<file path="config.mk">
export PLATFORM = sky130hd
export DESIGN_NAME = mult_share_ctrl
export DESIGN_NICKNAME = d
export VERILOG_FILES = /design/src/rtl/mult_share_ctrl.sv
export SDC_FILE = /design/constraint.sdc
export NUM_CORES = 1
export LEC_CHECK = 0
export ABC_AREA = 1
export BUFFER_PORTS_ARGS = -buffer_cell sky130_fd_sc_hd__buf_2
export CAP_MARGIN = 0
export CORE_ASPECT_RATIO = 1.1
export CORE_MARGIN = 4
export CORE_UTILIZATION = 45
export DETAILED_ROUTE_END_ITERATION = 12
export PLACE_DENSITY = 0.8
export RECOVER_POWER = 100
export SYNTH_ARGS = -nofsm -noshare
export SYNTH_HDL_FRONTEND = slang
export SYNTH_SLANG_ARGS = --single-unit
</file>
<file path="constraint.sdc">
create_clock -name clk -period 1.6 [get_ports clk]
set_input_delay 0.32 -clock clk [delete_from_list [all_inputs] [get_ports clk]]
set_output_delay 0.32 -clock clk [all_outputs]
set_load 0.01 [all_outputs]
</file>
<file path="src/rtl/mult_share_ctrl.sv">
// mult_share_ctrl: round-robin sharing of one combinational multiplier between two requesters
module mult_share_ctrl #(
  parameter int WIDTH  = 16,
  parameter int SETTLE = 3
) (
  input  logic               clk,
  input  logic               rst,
  input  logic               req0_valid,
  output logic               req0_ready,
  input  logic [WIDTH-1:0]   req0_a,
  input  logic [WIDTH-1:0]   req0_b,
  input  logic               req1_valid,
  output logic               req1_ready,
  input  logic [WIDTH-1:0]   req1_a,
  input  logic [WIDTH-1:0]   req1_b,
  output logic [WIDTH-1:0]   mul_a,
  output logic [WIDTH-1:0]   mul_b,
  input  logic [2*WIDTH-1:0] mul_p,
  output logic               rsp_valid,
  input  logic               rsp_ready,
  output logic [2*WIDTH-1:0] rsp_p,
  output logic               rsp_id,
  output logic               busy
);
  typedef enum logic [1:0] {IDLE, WAIT, DONE} state_t;
  state_t     state;
  logic       rr;
  logic [3:0] cnt;
  logic       grant0, grant1;
  // rr==0 favours req0 when both are valid
  assign grant0     = req0_valid & (~req1_valid | ~rr);
  assign grant1     = req1_valid & (~req0_valid | rr);
  assign req0_ready = (state == IDLE) & grant0;
  assign req1_ready = (state == IDLE) & grant1;
  assign busy       = state != IDLE;
  always_ff @(posedge clk) begin
    if (rst) begin
      state     <= IDLE;
      rr        <= 1'b0;
      cnt       <= 4'd0;
      mul_a     <= '0;
      mul_b     <= '0;
      rsp_valid <= 1'b0;
      rsp_p     <= '0;
      rsp_id    <= 1'b0;
    end else begin
      case (state)
        IDLE: if (grant0 | grant1) begin
          mul_a  <= grant1 ? req1_a : req0_a;
          mul_b  <= grant1 ? req1_b : req0_b;
          rsp_id <= grant1;
          rr     <= grant0;
          cnt    <= 4'(SETTLE - 1);
          state  <= WAIT;
        end
        WAIT: if (cnt == 4'd0) begin
          rsp_p     <= mul_p;
          rsp_valid <= 1'b1;
          state     <= DONE;
        end else begin
          cnt <= cnt - 4'd1;
        end
        DONE: if (rsp_ready) begin
          rsp_valid <= 1'b0;
          state     <= IDLE;
        end
        default: state <= IDLE;
      endcase
    end
  end
endmodule

</file>
==> flow_summary.ini, run 1 <==
[run_status]
status = complete, no violations

[cts]
cts-root-buf = clkbuf_8
h-tree-depth = 3
cts_buffer_depth = 2
ctsHoldBuffers = 0
cts_inserted_buffers = 9
clock_sinks = 73
clk_latency_ns = 0.34
clk_pin_slew_ns = 0.08
cts_tree = built

[setup_path]
rrSetupSlack_ns = 0.15
worstSetupStartpointType = register
reg2reg_from = cnt[0]
crit_slowest_cell = dfxtp_1
crit_type = reg2out
end_kind = primary output
cp_top_family = flip-flops
path_buf_inv = 2
path_cells = nor2_2 -> nand3_1 -> inv_1 -> clkbuf_1
slowest_delay_ns = 0.35
rr_endpoint = rsp_p[31]
required_ns = 1.28
reg2reg_depth = 6
arrival_ns = 1.14
crit_fanout = 4

[route]
drc_errors = 0
ant_nets = 0
routedWlPerCell_um = 11.6
vias_per_cell = 4.77
routed-via-count = 3498
dr.pass1.iters = 4
wl_um = 8510
drt_iter0_drc = 76

[placement]
dp.cells = 718
place.gp.congestion = 0.724
dp_hpwl_um = 6350
port_buffers = 169

[grt]
grt.total_usage = 0.193
antenna_found_initial = 0
grt_max_degree = 40
grt_pass1_wl_um = 13500
grt_pass1_vias = 3181
grt-ovfl-total = 0

[cells_and_area]
fill_cells = 707
drive_above_1_share = 0.210
multiInputGateArea_um2 = 1440
diodes = 0
final_nets = 747
syn2layout_area_growth_pct = 29.0
register_area_um2 = 1460
layoutNonFillerInstCount = 734

[power_and_ir_drop]
swShare = 0.350
powerDensity_nw_per_um2 = 1350
p_seq_frac = 0.417
p_int_mw = 3.71
finalPower_mw = 5.70
p_switching_mw = 1.99
p_clk_frac = 0.274
p_leak_nw = 2.18
max-vdd-ir-drop_mv = 0.744
p_comb_frac = 0.309

[flow_run]
drv_cap = 0

[timing]
setup_viol = 0
worst_pin_slew_ns = 0.691
fin_tns_setup_ns = 0
finalMaxSlewViolations = 0
finalHoldViolations = 0
relSlewSlack = 0.535
grt_setup_unrepaired = false
fmax_mhz = 683
min_period_ns = 1.46
skew_ns = 0.00942
finalCritPeriodShare = 0.915

[die]
chipWidth_um = 89.4
start_util = 0.465
ios = 170
die_h_um = 97.5
row_count = 32
dieArea_um2 = 8720
core_area_um2 = 7050

[synth]
seq_area_frac_synth = 0.446
syn_area_um2 = 3280
synthCells = 482
synth_nets = 585
avgSynthCellArea_um2 = 6.80
synth-seq-cells = 73
yosys.cell_types.count = 24
synth_warnings = 0

[worst_hold_path]
whs_endpoint = rsp_p[10]
worstHoldPathCells = 3
hp-start = mul_p[10]
hold_path.class = in2reg
[synth_stat cells]
| cell | instances | area [µm²] |
|---|---|---|
| nand4_1 | 2 | 12.5 |
| a21oi_1 | 7 | 35.0 |
| nor2_4 | 1 | 11.3 |
| buf_2 | 2 | 10.0 |
| inv_2 | 4 | 15.0 |
| o21ai_2 | 1 | 8.76 |
| nand3_4 | 1 | 17.5 |
| dfxtp_1 | 73 | 1460 |
| nand2_2 | 1 | 6.26 |
| inv_1 | 41 | 154 |
| nor2_1 | 138 | 518 |
| buf_4 | 6 | 45.0 |
| nor2_8 | 1 | 20.0 |
| nand3_1 | 37 | 185 |
| clkinv_2 | 1 | 5.00 |
| clkbuf_1 | 6 | 22.5 |
| nand2_1 | 111 | 417 |
| clkbuf_2 | 2 | 10.0 |
| buf_6 | 9 | 101 |
| nand3b_1 | 2 | 15.0 |
| o21ai_4 | 1 | 16.3 |
| o21ai_0 | 32 | 160 |
| ha_1 | 2 | 25.0 |
| nor2_2 | 1 | 6.26 |
[layer usage]
layer | vias to the layer above | global-route usage | wire, µm
met1 | 1542 | 0.208 | 3460
met4 | 0 | 0.0745 | 144
li1 | 1795 | - | -
met5 | - | 0 | 0
met3 | 13 | 0.0577 | 882
met2 | 148 | 0.343 | 4020
[stage by stage]
stage	utilization	cell area, µm²	hold WS [ns]	setup slack (ns)
after global placement	0.586	4130	0.453	0.156
after floorplan	-	3280	0.458	0.400
after global routing	0.600	4230	0.217	0.0248
after detailed placement	0.586	4130	0.460	0.0755
after CTS	0.618	4350	0.202	0.0510
final	0.600	4230	0.223	0.137
[how the worst max path moves through the flow]
stage,startpoint,endpoint,slack [ns],cells after the start
CTS,state[1],req0_ready,0.05,4
floorplan,rr,req1_ready,0.40,5
finish,state[0],req0_ready,0.14,4
global route,state[0],req0_ready,0.02,4
global placement,cnt[0],rsp_p[29],0.16,6
detailed placement,cnt[0],rsp_p[28],0.08,6
[tightest hold or removal path: cells and delay by family]
| family | cells | cell delay [ns] |
|---|---|---|
| AO/OA/AOI/OAI | 1 | 0.07 |
| AND/OR/NAND/NOR | 1 | 0.07 |
| buffers and inverters | 1 | 0.07 |
[logic make-up (layout without fill, tap and decap cells)]
kind of cell,count (synthesis),after routing,synth area share
adder cells (fa/ha/maj),2,2,0.00763
flip-flops,73,73,0.446
AND/OR/NAND/NOR,295,295,0.369
buffers and inverters,71,238,0.111
AO/OA/AOI/OAI,41,41,0.0672
[timing repair]
item / 4_1_cts / 5_1_grt
pin swaps: 0 / 1
endpoints found under the hold margin: 0 / 0
setup buffers: 0 / 0
setup endpoints to repair: 1 / 33
resized for setup: 1 / 2
[flip-flops by register name, indices dropped and copies added, names as in the netlist]
register,count
mul_b,16
rsp_id,1
rsp_valid,1
rsp_p,32
cnt,4
mul_a,16
state,2
rr,1
[power by group through the flow]
stage | logic (mW) | registers [mW] | clock network, mW
after floorplan | 1.13 | 2.55 | 0
after global placement | 1.88 | 2.40 | 0
after CTS | 1.93 | 2.37 | 1.61
after global routing | 2.02 | 2.43 | 1.69
after detailed placement | 1.92 | 2.41 | 0
final | 1.76 | 2.38 | 1.56
[layout by cell type (no fill, tap or decap), types with 2 or more instances in the layout]
| cell type | n |
|---|---|
| clkbuf_8 | 9 |
| nand2_1 | 111 |
| nand4_1 | 2 |
| clkbuf_4 | 2 |
| nand3b_1 | 2 |
| inv_2 | 4 |
| clkbuf_1 | 68 |
| nor2_1 | 137 |
| bufinv_16 | 2 |
| buf_4 | 4 |
| nand3_1 | 38 |
| nor2_2 | 2 |
| dfxtp_1 | 72 |
| ha_1 | 2 |
| inv_1 | 41 |
| clkinvlp_4 | 2 |
| o21ai_0 | 33 |
| clkinv_2 | 2 |
| buf_2 | 101 |
| a21oi_1 | 7 |
[area by class of cell]
class | instances | share of cell area
Inverter | 46 | 0.0414
Clock inverter | 7 | 0.0222
Timing Repair Buffer | 176 | 0.195
Clock buffer | 9 | 0.0293
Tap cell | 85 | 0.0252
Multi-Input combinational cell | 338 | 0.341
Sequential cell | 73 | 0.346
Note: power is estimated with default switching activity, not from simulation.
==> inputs of run 2 (changes only) <==
REMOVE_ABC_BUFFERS = 1   (was unset)
==> flow_summary.ini, run 2 (synthesized netlist as in run 1, its figures left out) <==
[power_and_ir_drop]
p_seq_frac = 0.410
p_clk_frac = 0.286
p_switching_mw = 1.97
powerDensity_nw_per_um2 = 1370
swShare = 0.339
max-vdd-ir-drop_mv = 0.733
p_int_mw = 3.85
p_leak_nw = 2.19
finalPower_mw = 5.82
p_comb_frac = 0.304

[route]
routedWlPerCell_um = 11.6
drc_errors = 0
vias_per_cell = 4.73
ant_nets = 0
dr.pass1.iters = 4
wl_um = 8500
routed-via-count = 3465
drt_iter0_drc = 105

[cts]
clock_sinks = 73
ctsHoldBuffers = 0
h-tree-depth = 3
cts-root-buf = clkbuf_8
clk_latency_ns = 0.33
cts_buffer_depth = 2
cts_tree = built
cts_inserted_buffers = 9
clk_pin_slew_ns = 0.08

[grt]
grt_pass1_vias = 3056
grt.total_usage = 0.188
antenna_found_initial = 0
grt_max_degree = 37
grt_pass1_wl_um = 13300
grt-ovfl-total = 0

[die]
chipWidth_um = 89.4
core_area_um2 = 7050
die_h_um = 97.5
ios = 170
dieArea_um2 = 8720
start_util = 0.465
row_count = 32

[timing]
finalCritPeriodShare = 0.944
skew_ns = 0.00989
finalHoldViolations = 0
setup_viol = 0
fin_ws_ns = 0.0904
finalMaxSlewViolations = 0
min_period_ns = 1.51
relSlewSlack = 0.767
grt_setup_unrepaired = true
worst_pin_slew_ns = 0.349
fmax_mhz = 662

[setup_path]
cp_top_family = flip-flops
crit_type = reg2out
reg2reg_from = cnt[0]
arrival_ns = 1.19
required_ns = 1.28
rrSetupSlack_ns = 0.19
path_buf_inv = 2
path_cells = nor2_2 -> nand3_1 -> inv_1 -> buf_2
worstSetupStartpointType = register
crit_fanout = 5
rr_endpoint = rsp_p[14]
end_kind = primary output
slowest_delay_ns = 0.38
crit_slowest_cell = dfxtp_1
reg2reg_depth = 6

[run_status]
status = complete, no violations

[cells_and_area]
largest_register_ffs = 32
drive_above_1_share = 0.213
final_common_cell = nor2_1
top_regs = rsp_p x32, mul_a x16, mul_b x16
final_nets = 747
diodes = 0
largest-register = rsp_p
final_cell_mix = nor2_1 (137), nand2_1 (111), buf_2 (102), dfxtp_1 (73), clkbuf_1 (66)
syn2layout_area_growth_pct = 29.5

[placement]
port_buffers = 169
dp_hpwl_um = 6370
place_ws_ns = 0.147
place.gp.congestion = 0.788

[worst_hold_path]
whs_endpoint = rsp_p[29]
worstHoldPathCells = 3
hold_path.class = in2reg
hp-start = mul_p[29]

[flow_run]
drv_cap = 0
==> run 2: worst register-to-register path, cell delays in order, from the launching register on <==
cell     delay (ns)
dfxtp_1        0.31
inv_1          0.13
ha_1           0.23
nand3_4        0.10
buf_4          0.23
o21ai_0        0.23
nor2_1         0.06
==> run 2: routing by layer <==
layer  wire length [µm]  track usage  vias to the layer above  part of all wire
li1                   -            -                     1794                 -
met1               3470        0.223                     1492              0.41
met2               3840        0.307                      170              0.45
met3               1100       0.0687                        9              0.13
met4                 95       0.0653                        0             0.011
met5                  0            0                        -                 0
==> run 2: cell type report <==
cell class / instances / area, µm²
fillers: 679 / 2800
flip-flops and latches: 73 / 1460
multi-input cells: 338 / 1460
repair buffers: 176 / 816
inverters: 46 / 175
clock buffers: 9 / 124
clock inverters: 6 / 108
well taps: 85 / 106
==> run 2: worst max path at each step <==
stage | endpoint | cells after the start | startpoint | slack [ns]
floorplan | req1_ready | 4 | rr | -0.06
global placement | rsp_p[0] | 6 | cnt[0] | 0.18
detailed placement | rsp_p[23] | 6 | cnt[0] | 0.15
CTS | req0_ready | 4 | state[1] | 0.06
global route | req0_ready | 4 | state[1] | -0.003
finish | req0_ready | 4 | state[1] | 0.09
==> run 2: repair_timing <==
item / CTS / global route
setup buffers: 0 / 0
setup endpoints to repair: 1 / 30
resized for setup: 1 / 1
hold endpoints to repair: 0 / 0
==> run 2: power groups by stage <==
stage               clock (mW)  combinational [mW]  sequential [mW]
floorplan                    0               0.978             2.55
global placement             0                1.85             2.41
detailed placement           0                1.90             2.41
CTS                       1.72                1.91             2.38
global route              1.79                2.02             2.43
finish                    1.67                1.77             2.39
==> run 2: stage by stage <==
step	setup TNS (ns)	instance area, µm²	util	std cells	hold slack (ns)
after floorplan	-0.0564	3090	-	457	0.389
after global placement	0	4120	0.585	718	0.454
after detailed placement	0	4120	0.585	718	0.459
after CTS	0	4350	0.618	733	0.219
after global routing	-0.00258	4250	0.603	733	0.231
final	0	4250	0.603	733	0.236
==> inputs of run 3 (changes only) <==
CORE_ASPECT_RATIO = 0.75   (was 1.1)
==> flow_summary.ini, run 3 (synthesized netlist as in run 1, its figures left out) <==
[run_status]
status = complete, no violations

[cts]
clock_sinks = 73
cts_buffer_depth = 2
ctsHoldBuffers = 0
cts-root-buf = clkbuf_8
cts_inserted_buffers = 9
clk_pin_slew_ns = 0.08
cts_tree = built
h-tree-depth = 3
clk_latency_ns = 0.34

[route]
wl_um = 8930
vias_per_cell = 4.58
ant_nets = 0
routed-via-count = 3437
wl_met3_um = 658
met1_length_um = 3740
wl_met2_um = 4440
dr.pass1.iters = 4
drt_iter0_drc = 156
routedWlPerCell_um = 11.9
highest_layer = met4
drc_errors = 0

[timing]
fmax_mhz = 649
worst_pin_slew_ns = 0.520
setup_viol = 0
skew_ns = 0.00808
min_period_ns = 1.54
finalCritPeriodShare = 0.962
finalHoldViolations = 0
finalMaxSlewViolations = 0
relSlewSlack = 0.653
grt_setup_unrepaired = true
fin_ws_ns = 0.0602

[setup_path]
cp_top_family = flip-flops
crit_fanout = 4
crit_slowest_cell = dfxtp_2
path_cells = buf_4 -> nor2_4 -> nand3_2 -> inv_1 -> buf_2
slowest_delay_ns = 0.33
path_buf_inv = 3
crit_type = reg2out
worstSetupStartpointType = register
required_ns = 1.28
end_kind = primary output
arrival_ns = 1.22

[die]
dieArea_um2 = 8730
ios = 170
start_util = 0.473
core_area_um2 = 6930
die_h_um = 81.9
chipWidth_um = 107
row_count = 26

[power_and_ir_drop]
powerDensity_nw_per_um2 = 1400
max-vdd-ir-drop_mv = 0.541
finalPower_mw = 6.24
p_leak_nw = 2.50

[cells_and_area]
top_regs = rsp_p x32, mul_a x16, mul_b x16
diodes = 0
final_cell_mix = buf_2 (169), nor2_1 (137), nand2_1 (111), dfxtp_1 (71), inv_1 (41)
largest_register_ffs = 32
largest-register = rsp_p
final_common_cell = buf_2
final_nets = 751
syn2layout_area_growth_pct = 35.8
drive_above_1_share = 0.325

[grt]
antenna_found_initial = 0
grt_pass1_wl_um = 13900
grt_pass1_vias = 3173
grt-ovfl-total = 0
grt.total_usage = 0.195
grt_max_degree = 35

[worst_hold_path]
hold_path.class = in2reg

[placement]
place_ws_ns = 0.00580
dp_hpwl_um = 6360
place.gp.congestion = 0.806
port_buffers = 169

[flow_run]
drv_cap = 0
[run 3: cell count changes in the layout (fill, tap and decap cells not counted), sizes merged]
cell / previous run / this run
buf: 108 / 178
clkbuf: 77 / 9
inv: 46 / 48
nor2: 141 / 143
bufinv: 3 / 4
clkinv: 2 / 1
clkinvlp: 1 / 0
[run 3: path summary, 6_finish.rpt]
path / slack [ns] / start / endpoint / depth (start not counted)
setup / recovery: 0.06 / state[1] / req0_ready / 5
hold / removal: 0.23 / mul_p[1] / rsp_p[1] / 3
hold reg to reg: 0.47 / rsp_id / rsp_id / 2
setup reg to reg: 0.20 / cnt[0] / rsp_p[21] / 7
[run 3: metrics by stage]
stage	area (µm²)	hold WS, ns	TNS, ns	utilization	instances
2_1_floorplan	3090	0.389	-0.0564	-	457
3_3_place_gp	4120	0.450	0	0.594	732
3_5_place_dp	4120	0.458	0	0.594	732
4_1_cts	4400	0.207	-0.0252	0.636	749
5_1_grt	4450	0.212	-0.0465	0.643	751
6_report	4450	0.226	0	0.643	751
[run 3: tightest hold or removal path: cells and delay by family]
kind / cells / cell delay (ns)
AO/OA/AOI/OAI: 1 / 0.07
buffers and inverters: 1 / 0.08
AND/OR/NAND/NOR: 1 / 0.07
[run 3: routing by layer]
metal / global-route usage / up-vias
li1: - / 1805
met1: 0.234 / 1512
met2: 0.344 / 111
met3: 0.0683 / 9
met4: 0.0421 / 0
met5: 0 / -
[run 3: cell type report]
type | count | area, µm²
Clock inverter | 7 | 149
Inverter | 46 | 174
Sequential cell | 73 | 1460
Fill cell | 644 | 2480
Tap cell | 98 | 123
Clock buffer | 9 | 124
Timing Repair Buffer | 178 | 926
Multi-Input combinational cell | 340 | 1490
[run 3: repair_timing]
item / in CTS / in global routing
gates resized for setup: 1 / 6
endpoints found under the setup margin: 3 / 34
cloned: 1 / 1
setup buffers: 0 / 1
pin swaps: 2 / 2
[run 3: power breakdown]
group          internal, mW  leakage (nW)  switching, mW
Sequential             2.18         0.603          0.183
Clock                  1.22         0.136          0.709
Combinational         0.783          1.76           1.18
